### src/rtl/sdram_port_responder.sv
// sdram_port_responder: toggle-handshake request port bridged onto a valid/ready SDRAM command channel.
// Define SDRAM_PORT_RESPONDER_MERGE_EN to build in the low-byte write merge buffer (flush is ignored otherwise).
module sdram_port_responder #(
   parameter int unsigned AW = 23
) (
   input  logic          clk_sys,
   input  logic          reset,
   input  logic          port_req,
   input  logic [AW-1:0] port_a,
   input  logic [1:0]    port_ds,
   input  logic          port_we,
   input  logic [15:0]   port_d,
   output logic          port_ack,
   output logic [15:0]   port_q,
   input  logic          flush,
   output logic          mem_valid,
   input  logic          mem_ready,
   output logic          mem_we,
   output logic [AW-1:0] mem_addr,
   output logic [1:0]    mem_be,
   output logic [15:0]   mem_wdata,
   input  logic          mem_rvalid,
   input  logic [15:0]   mem_rdata
);

   typedef enum logic [1:0] {IDLE, ISSUE, RWAIT, ACK} state_t;

   state_t state;
   logic   req_l;
   logic   we_l;
   logic   pending;

   always_comb begin
      pending = (port_req != port_ack);
   end

`ifdef SDRAM_PORT_RESPONDER_MERGE_EN
   logic          mb_full;
   logic [AW-1:0] mb_addr;
   logic [7:0]    mb_byte;
   logic          flush_pend;
   logic          draining;
   logic          flush_now;
   logic          merge_hit;

   always_comb begin
      flush_now = flush || flush_pend;
      merge_hit = mb_full && port_we && (port_ds == 2'b10) && (port_a == mb_addr);
   end
`else
   logic unused_flush;

   always_comb begin
      unused_flush = flush;
   end
`endif

   always_ff @(posedge clk_sys) begin
      if (reset) begin
         state     <= IDLE;
         req_l     <= 1'b0;
         we_l      <= 1'b0;
         port_ack  <= 1'b0;
         port_q    <= '0;
         mem_valid <= 1'b0;
         mem_we    <= 1'b0;
         mem_addr  <= '0;
         mem_be    <= '0;
         mem_wdata <= '0;
`ifdef SDRAM_PORT_RESPONDER_MERGE_EN
         mb_full    <= 1'b0;
         mb_addr    <= '0;
         mb_byte    <= '0;
         flush_pend <= 1'b0;
         draining   <= 1'b0;
`endif
      end else begin
`ifdef SDRAM_PORT_RESPONDER_MERGE_EN
         if (flush && (state != IDLE)) begin
            flush_pend <= 1'b1;
         end
`endif
         case (state)
            IDLE: begin
`ifdef SDRAM_PORT_RESPONDER_MERGE_EN
               flush_pend <= 1'b0;
               // A buffered byte is drained without consuming the request; IDLE then sees it again.
               if (mb_full && (flush_now || (pending && !merge_hit))) begin
                  mb_full   <= 1'b0;
                  draining  <= 1'b1;
                  mem_we    <= 1'b1;
                  mem_addr  <= mb_addr;
                  mem_be    <= 2'b01;
                  mem_wdata <= {8'h00, mb_byte};
                  mem_valid <= 1'b1;
                  state     <= ISSUE;
               end else if (pending && merge_hit) begin
                  req_l     <= port_req;
                  we_l      <= 1'b1;
                  mb_full   <= 1'b0;
                  mem_we    <= 1'b1;
                  mem_addr  <= port_a;
                  mem_be    <= 2'b11;
                  mem_wdata <= {port_d[15:8], mb_byte};
                  mem_valid <= 1'b1;
                  state     <= ISSUE;
               end else if (pending && port_we && (port_ds == 2'b01)) begin
                  req_l   <= port_req;
                  we_l    <= 1'b1;
                  mb_full <= 1'b1;
                  mb_addr <= port_a;
                  mb_byte <= port_d[7:0];
                  state   <= ACK;
               end else
`endif
               if (pending) begin
                  req_l     <= port_req;
                  we_l      <= port_we;
                  mem_we    <= port_we;
                  mem_addr  <= port_a;
                  mem_be    <= port_ds;
                  mem_wdata <= port_d;
                  if (port_ds == 2'b00) begin
                     state <= ACK;
                  end else begin
                     mem_valid <= 1'b1;
                     state     <= ISSUE;
                  end
               end
            end

            ISSUE: begin
               if (mem_ready) begin
                  mem_valid <= 1'b0;
`ifdef SDRAM_PORT_RESPONDER_MERGE_EN
                  draining <= 1'b0;
                  if (draining) state <= IDLE;
                  else
`endif
                  state <= we_l ? ACK : RWAIT;
               end
            end

            RWAIT: begin
               if (mem_rvalid) begin
                  port_q <= mem_rdata;
                  state  <= ACK;
               end
            end

            ACK: begin
               port_ack <= req_l;
               state    <= IDLE;
            end

            default: state <= IDLE;
         endcase
      end
   end

endmodule

### config.mk
export PLATFORM = sky130hd
export DESIGN_NAME = sdram_port_responder
export DESIGN_NICKNAME = d
export VERILOG_FILES = /design/src/rtl/sdram_port_responder.sv
export SDC_FILE = /design/constraint.sdc
export NUM_CORES = 1
export LEC_CHECK = 0
export ABC_CLOCK_PERIOD_IN_PS = 5200
export CORE_MARGIN = 2
export CORE_UTILIZATION = 43
export DETAILED_ROUTE_END_ITERATION = 8
export PLACE_DENSITY_LB_ADDON = 0.2
export SYNTH_ARGS = -nofsm -noshare
export SYNTH_HDL_FRONTEND = slang
export SYNTH_SLANG_ARGS = --single-unit
### constraint.sdc
create_clock -name clk_sys -period 5.2 [get_ports clk_sys]
set_clock_uncertainty 0.1 [all_clocks]
set_input_delay 0.78 -clock clk_sys [delete_from_list [all_inputs] [get_ports clk_sys]]
set_output_delay 0.78 -clock clk_sys [all_outputs]
set_load 0.02 [all_outputs]
* Word level (Yosys, flattened, before mapping)
Cells that the tools add are included.
Word-level totals: register bits 63, input port bits 64, output and inout port bits 60, word-level logic and storage cells 34
Operators by class: reductions and logical operators 7, eq/ne operators 8, muxes and demuxes 10
Operators by type and width (count):
- $mux W2 | 4
- $ne A2 B2 Y1 const B | 4
- $pmux W2 S4 | 1
- $eq A2 B2 Y1 const B | 2
- $logic_not A2 Y1 | 2
- $mux W1 | 4
- $reduce_and A2 Y1 | 2
- $reduce_and A4 Y1 | 1
- $reduce_and A3 Y1 | 1
- $eq A2 B1 Y1 const B | 1
- $pmux W1 S2 | 1
- $reduce_bool A2 Y1 | 1
- $ne A1 B1 Y1 | 1

* Longest topological paths before layout
depth in word-level cells 4, mapped depth 7, depth with buffers taken out 5

* Worst setup path after synthesis
OpenSTA, ideal clock, no wires.
path type in2reg, start input port_req, end register state[0], stages 3, arrival 1.558 ns, buffers on the path 0, data required time 4.979 ns, setup time 0.121 ns, setup slack 3.421 ns, cells stage by stage xnor2_2 > a221oi_4 > mux2_4
On the way: cells in the longest elaborated chain, start to end 3
Ends and longest elaborated chain:
- start: declaration | line 8 | input logic port_req,
- $ne A1 B1 Y1 | line 34 | pending = (port_req != port_ack);
- $ne A2 B2 Y1 (no line)
- $reduce_and A3 Y1 (no line)
- end signal: assignment | line 140 | state <= we_l ? ACK : RWAIT;
- end: declaration | line 28 | state_t state;
Every way passes these cells. A chain may end at the register's enable or synchronous reset.

* Worst setup path in the final report
start register state[0], end register mem_valid
On the way: cells in the longest elaborated chain, start to end 3, elaborated cells on any way between the ends 8, those cells by class eq/ne: 4; mux: 1; reduce/logical: 3
Ends and longest elaborated chain:
- $eq A2 B1 Y1 / $logic_not A2 Y1 (equally long branches) | line 83 | case (state)
- $ne A2 B2 Y1 (no line) / $reduce_bool A2 Y1 (equally long branches)
- $reduce_and A4 Y1 (no line)
- end signal: assignment | line 65 | mem_valid <= 1'b0;
- end signal: assignment | line 126 | mem_valid <= 1'b1;
- end signal: assignment | line 134 | mem_valid <= 1'b0;
- end: declaration | line 16 | output logic mem_valid,
Several ways; a longest one is shown, not always the timed one.

==> flow_metrics.py <==
metrics = {
    "status": {
        "outcome": "finished, final reports clean",
    },
    "sta": {
        "setup_violations": 0,
        "period_minus_slack_ns": 2.86,
        "timing.final.hold_violations": 0,
        "tightestPinTransition_ns": 1.20,
        "rsz0062_at_grt": "false",
        "slew_viol_final": 0,
        "slew_headroom_pct": 19.7,
        "period_share_pct": 55.0,
        "fin_tns_setup_ns": 0,
        "fmax_mhz": 350,
    },
    "die": {
        "dieArea_um2": 6550,
        "core_area_um2": 5820,
        "row_count": 28,
        "io_pins": 124,
        "die_h_um": 80.9,
        "dieWidth_um": 80.9,
        "initial_utilization_pct": 43.8,
    },
    "setup_path": {
        "cp-end-kind": "flop",
        "cp-start-kind": "flop",
        "rr_startpoint": "state[0]$_SDFFE_PP0P_",
        "crit_start": "state[0]$_SDFFE_PP0P_",
        "path_max_fanout": 47,
        "worst_ep_arrival_time_ns": 3.02,
        "required_ns": 5.36,
        "critPathKind": "reg2reg",
    },
    "clocking": {
        "clk_latency_ns": 0.32,
        "postCtsSetupBuffers": 0,
        "path_clk_slew_ns": 0.06,
        "cts_buffer_depth": 2,
        "cts_hold_buf": 0,
        "cts-root-buf": "clkbuf_8",
        "cts_buffers": 9,
        "htree_levels": 3,
        "post_cts_resized": 0,
        "clock_sinks": 63,
        "cts_tree": "yes",
    },
    "synth": {
        "ys_types": 27,
        "yosys-top-cells-count": "63 x dfxtp_1, 60 x a21oi_1, 43 x nand3_1",
        "synth_compound_area_share_pct": 22.8,
        "netlist_instances": 300,
        "yosys-top-cells-area": "dfxtp_1 50%, a21oi_1 12%, nand3_1 8.5%",
        "yosysMostFrequentCell": "dfxtp_1",
        "synth_xor_area_share_pct": 1.28,
        "seq_area_frac_synth_pct": 49.6,
        "synth-seq-cells": 63,
        "synth_simple_gate_area_share_pct": 15.7,
        "synth_top_area_cell": "dfxtp_1",
        "synth.area.mux_share_pct": 1.38,
        "synth_area_per_cell_um2": 8.48,
        "yosysWarnings": 0,
        "synth.top_cell.area_share_pct": 49.6,
        "synthesis.area_um2": 2540,
        "synth_top_family_by_area": "compound AO/OA/AOI/OAI gates",
        "synth_nets": 368,
        "yosys.area_share.adder_pct": 1.97,
        "synth_ff_type": "dfxtp_1",
        "synthArstFlopShare_pct": 0,
        "synth_edf_count": 0,
    },
    "worst_hold_path": {
        "hp-class": "reg2reg",
        "hold_start": "port_q[10]$_SDFFE_PP0P_",
    },
    "routing": {
        "vias": 2495,
        "wl_per_cell_um": 13.7,
        "drt_iter0_markers": 94,
        "wirelength_um": 6660,
        "via_per_inst": 5.12,
        "drc": 0,
        "drt_pass1_iterations": 4,
        "antenna_left": 0,
    },
    "final_layout": {
        "multi_input_comb_area_um2": 1120,
        "seqCellArea_um2": 1260,
        "area_delta_synth_final_pct": 54.5,
        "finalNetCount": 475,
        "num_antenna_cells": 0,
        "drive_above_1_share_pct": 6.07,
        "n_fill_cell": 496,
    },
    "power_and_ir_drop": {
        "p_sw_share_pct": 35.6,
        "p_leak_nw": 1.38,
        "p_switching_mw": 0.612,
        "ir_worst_vdd_v": 0.000293,
        "combPwrFrac_pct": 39.5,
        "p_int_mw": 1.11,
        "seqPwrFrac_pct": 35.3,
        "p_clk_share_pct": 25.1,
        "power_density_nw_per_um2": 438,
        "total_power_mw": 1.72,
    },
    "grt": {
        "grt_remaining_overflow": 0,
        "grt_max_degree": 64,
        "antenna_found_initial": 0,
        "grt_pass1_vias": 2378,
        "grtUsageTotal_pct": 20.5,
        "grt_pass1_wl_um": 10500,
    },
    "place": {
        "place_hpwl_um": 4140,
        "io_buffer_count": 122,
        "gp_congestion": 0.697,
    },
    "job": {
        "drv_cap": 0,
    },
}
[power groups by stage]
stage,Combinational [mW],Sequential (mW),Clock [mW]
after floorplan,0.372,0.704,0
after global placement,0.679,0.615,0
after detailed placement,0.685,0.618,0
after CTS,0.688,0.608,0.445
after global routing,0.743,0.618,0.467
final,0.680,0.608,0.433
[cell usage in the layout, fill, tap and decap left out, types with 2 or more instances in the layout]
cell type,instances
clkdlybuf4s50_1,121
nor2b_1,2
o21ai_0,35
nor2_1,2
clkinv_2,2
a21oi_1,60
nand3_1,43
ha_1,3
mux2i_1,2
o21ai_1,9
dfxtp_1,63
inv_1,5
nand2_1,35
clkbuf_8,12
[registers in the layout, indices dropped and copies added, names as in the netlist]
register and cells:
mem_addr 23, mem_be 2, mem_valid 1, mem_wdata 16
port_ack 1, port_q 16, req_l 1, state 2
we_l 1
[cells by family after synthesis]
logic type,count (synthesis)
mux,3
flops,63
xor+xnor,2
simple gates,87
compound gates,108
buf+inv,33
fa+ha+maj,4
[per-layer routing]
metal  up-vias  track usage [%]  share of wire, %
met5         -                0                 0
met4         0             9.32               1.0
met3         4             8.11               8.6
met2        78             33.9                46
met1      1161             23.4                44
li1       1252                -                 -
[worst max-delay path, cell delays in order, from the launching register on]
cell and delay, ns:
dfxtp_1 0.35, inv_1 0.11, ha_2 0.82, clkinv_1 0.46
buf_4 0.38, o41ai_2 0.36, o311a_1 0.19
[worst paths after layout]
check	endpoint	slack [ns]	cells past startpoint
worst min register to register	port_q[10]$_SDFFE_PP0P_	0.35	2
worst max register to register	mem_valid$_SDFFE_PP0P_	2.34	6
worst max-delay path	mem_valid$_SDFFE_PP0P_	2.34	6
worst min-delay path	port_q[10]$_SDFFE_PP0P_	0.35	2
[stage by stage]
step	area (um2)	hold WS [ns]	utilization (%)	instances	setup WS (ns)
floorplan	2540	0.366	-	300	3.42
global placement	3720	0.341	64.0	471	2.13
detailed placement	3720	0.347	64.0	471	2.12
CTS	3930	0.355	67.6	487	2.32
global route	3930	0.374	67.6	487	2.10
finish	3930	0.353	67.6	487	2.34
[area by class of cell]
cell class	instances	area share, %
clock inverters	3	1.02
flip-flops and latches	63	32.1
multi-input cells	204	28.5
repair buffers	123	31.1
clock buffers	13	4.30
inverters	6	0.573
well taps	75	2.39
(Power assumes the default switching activity.)
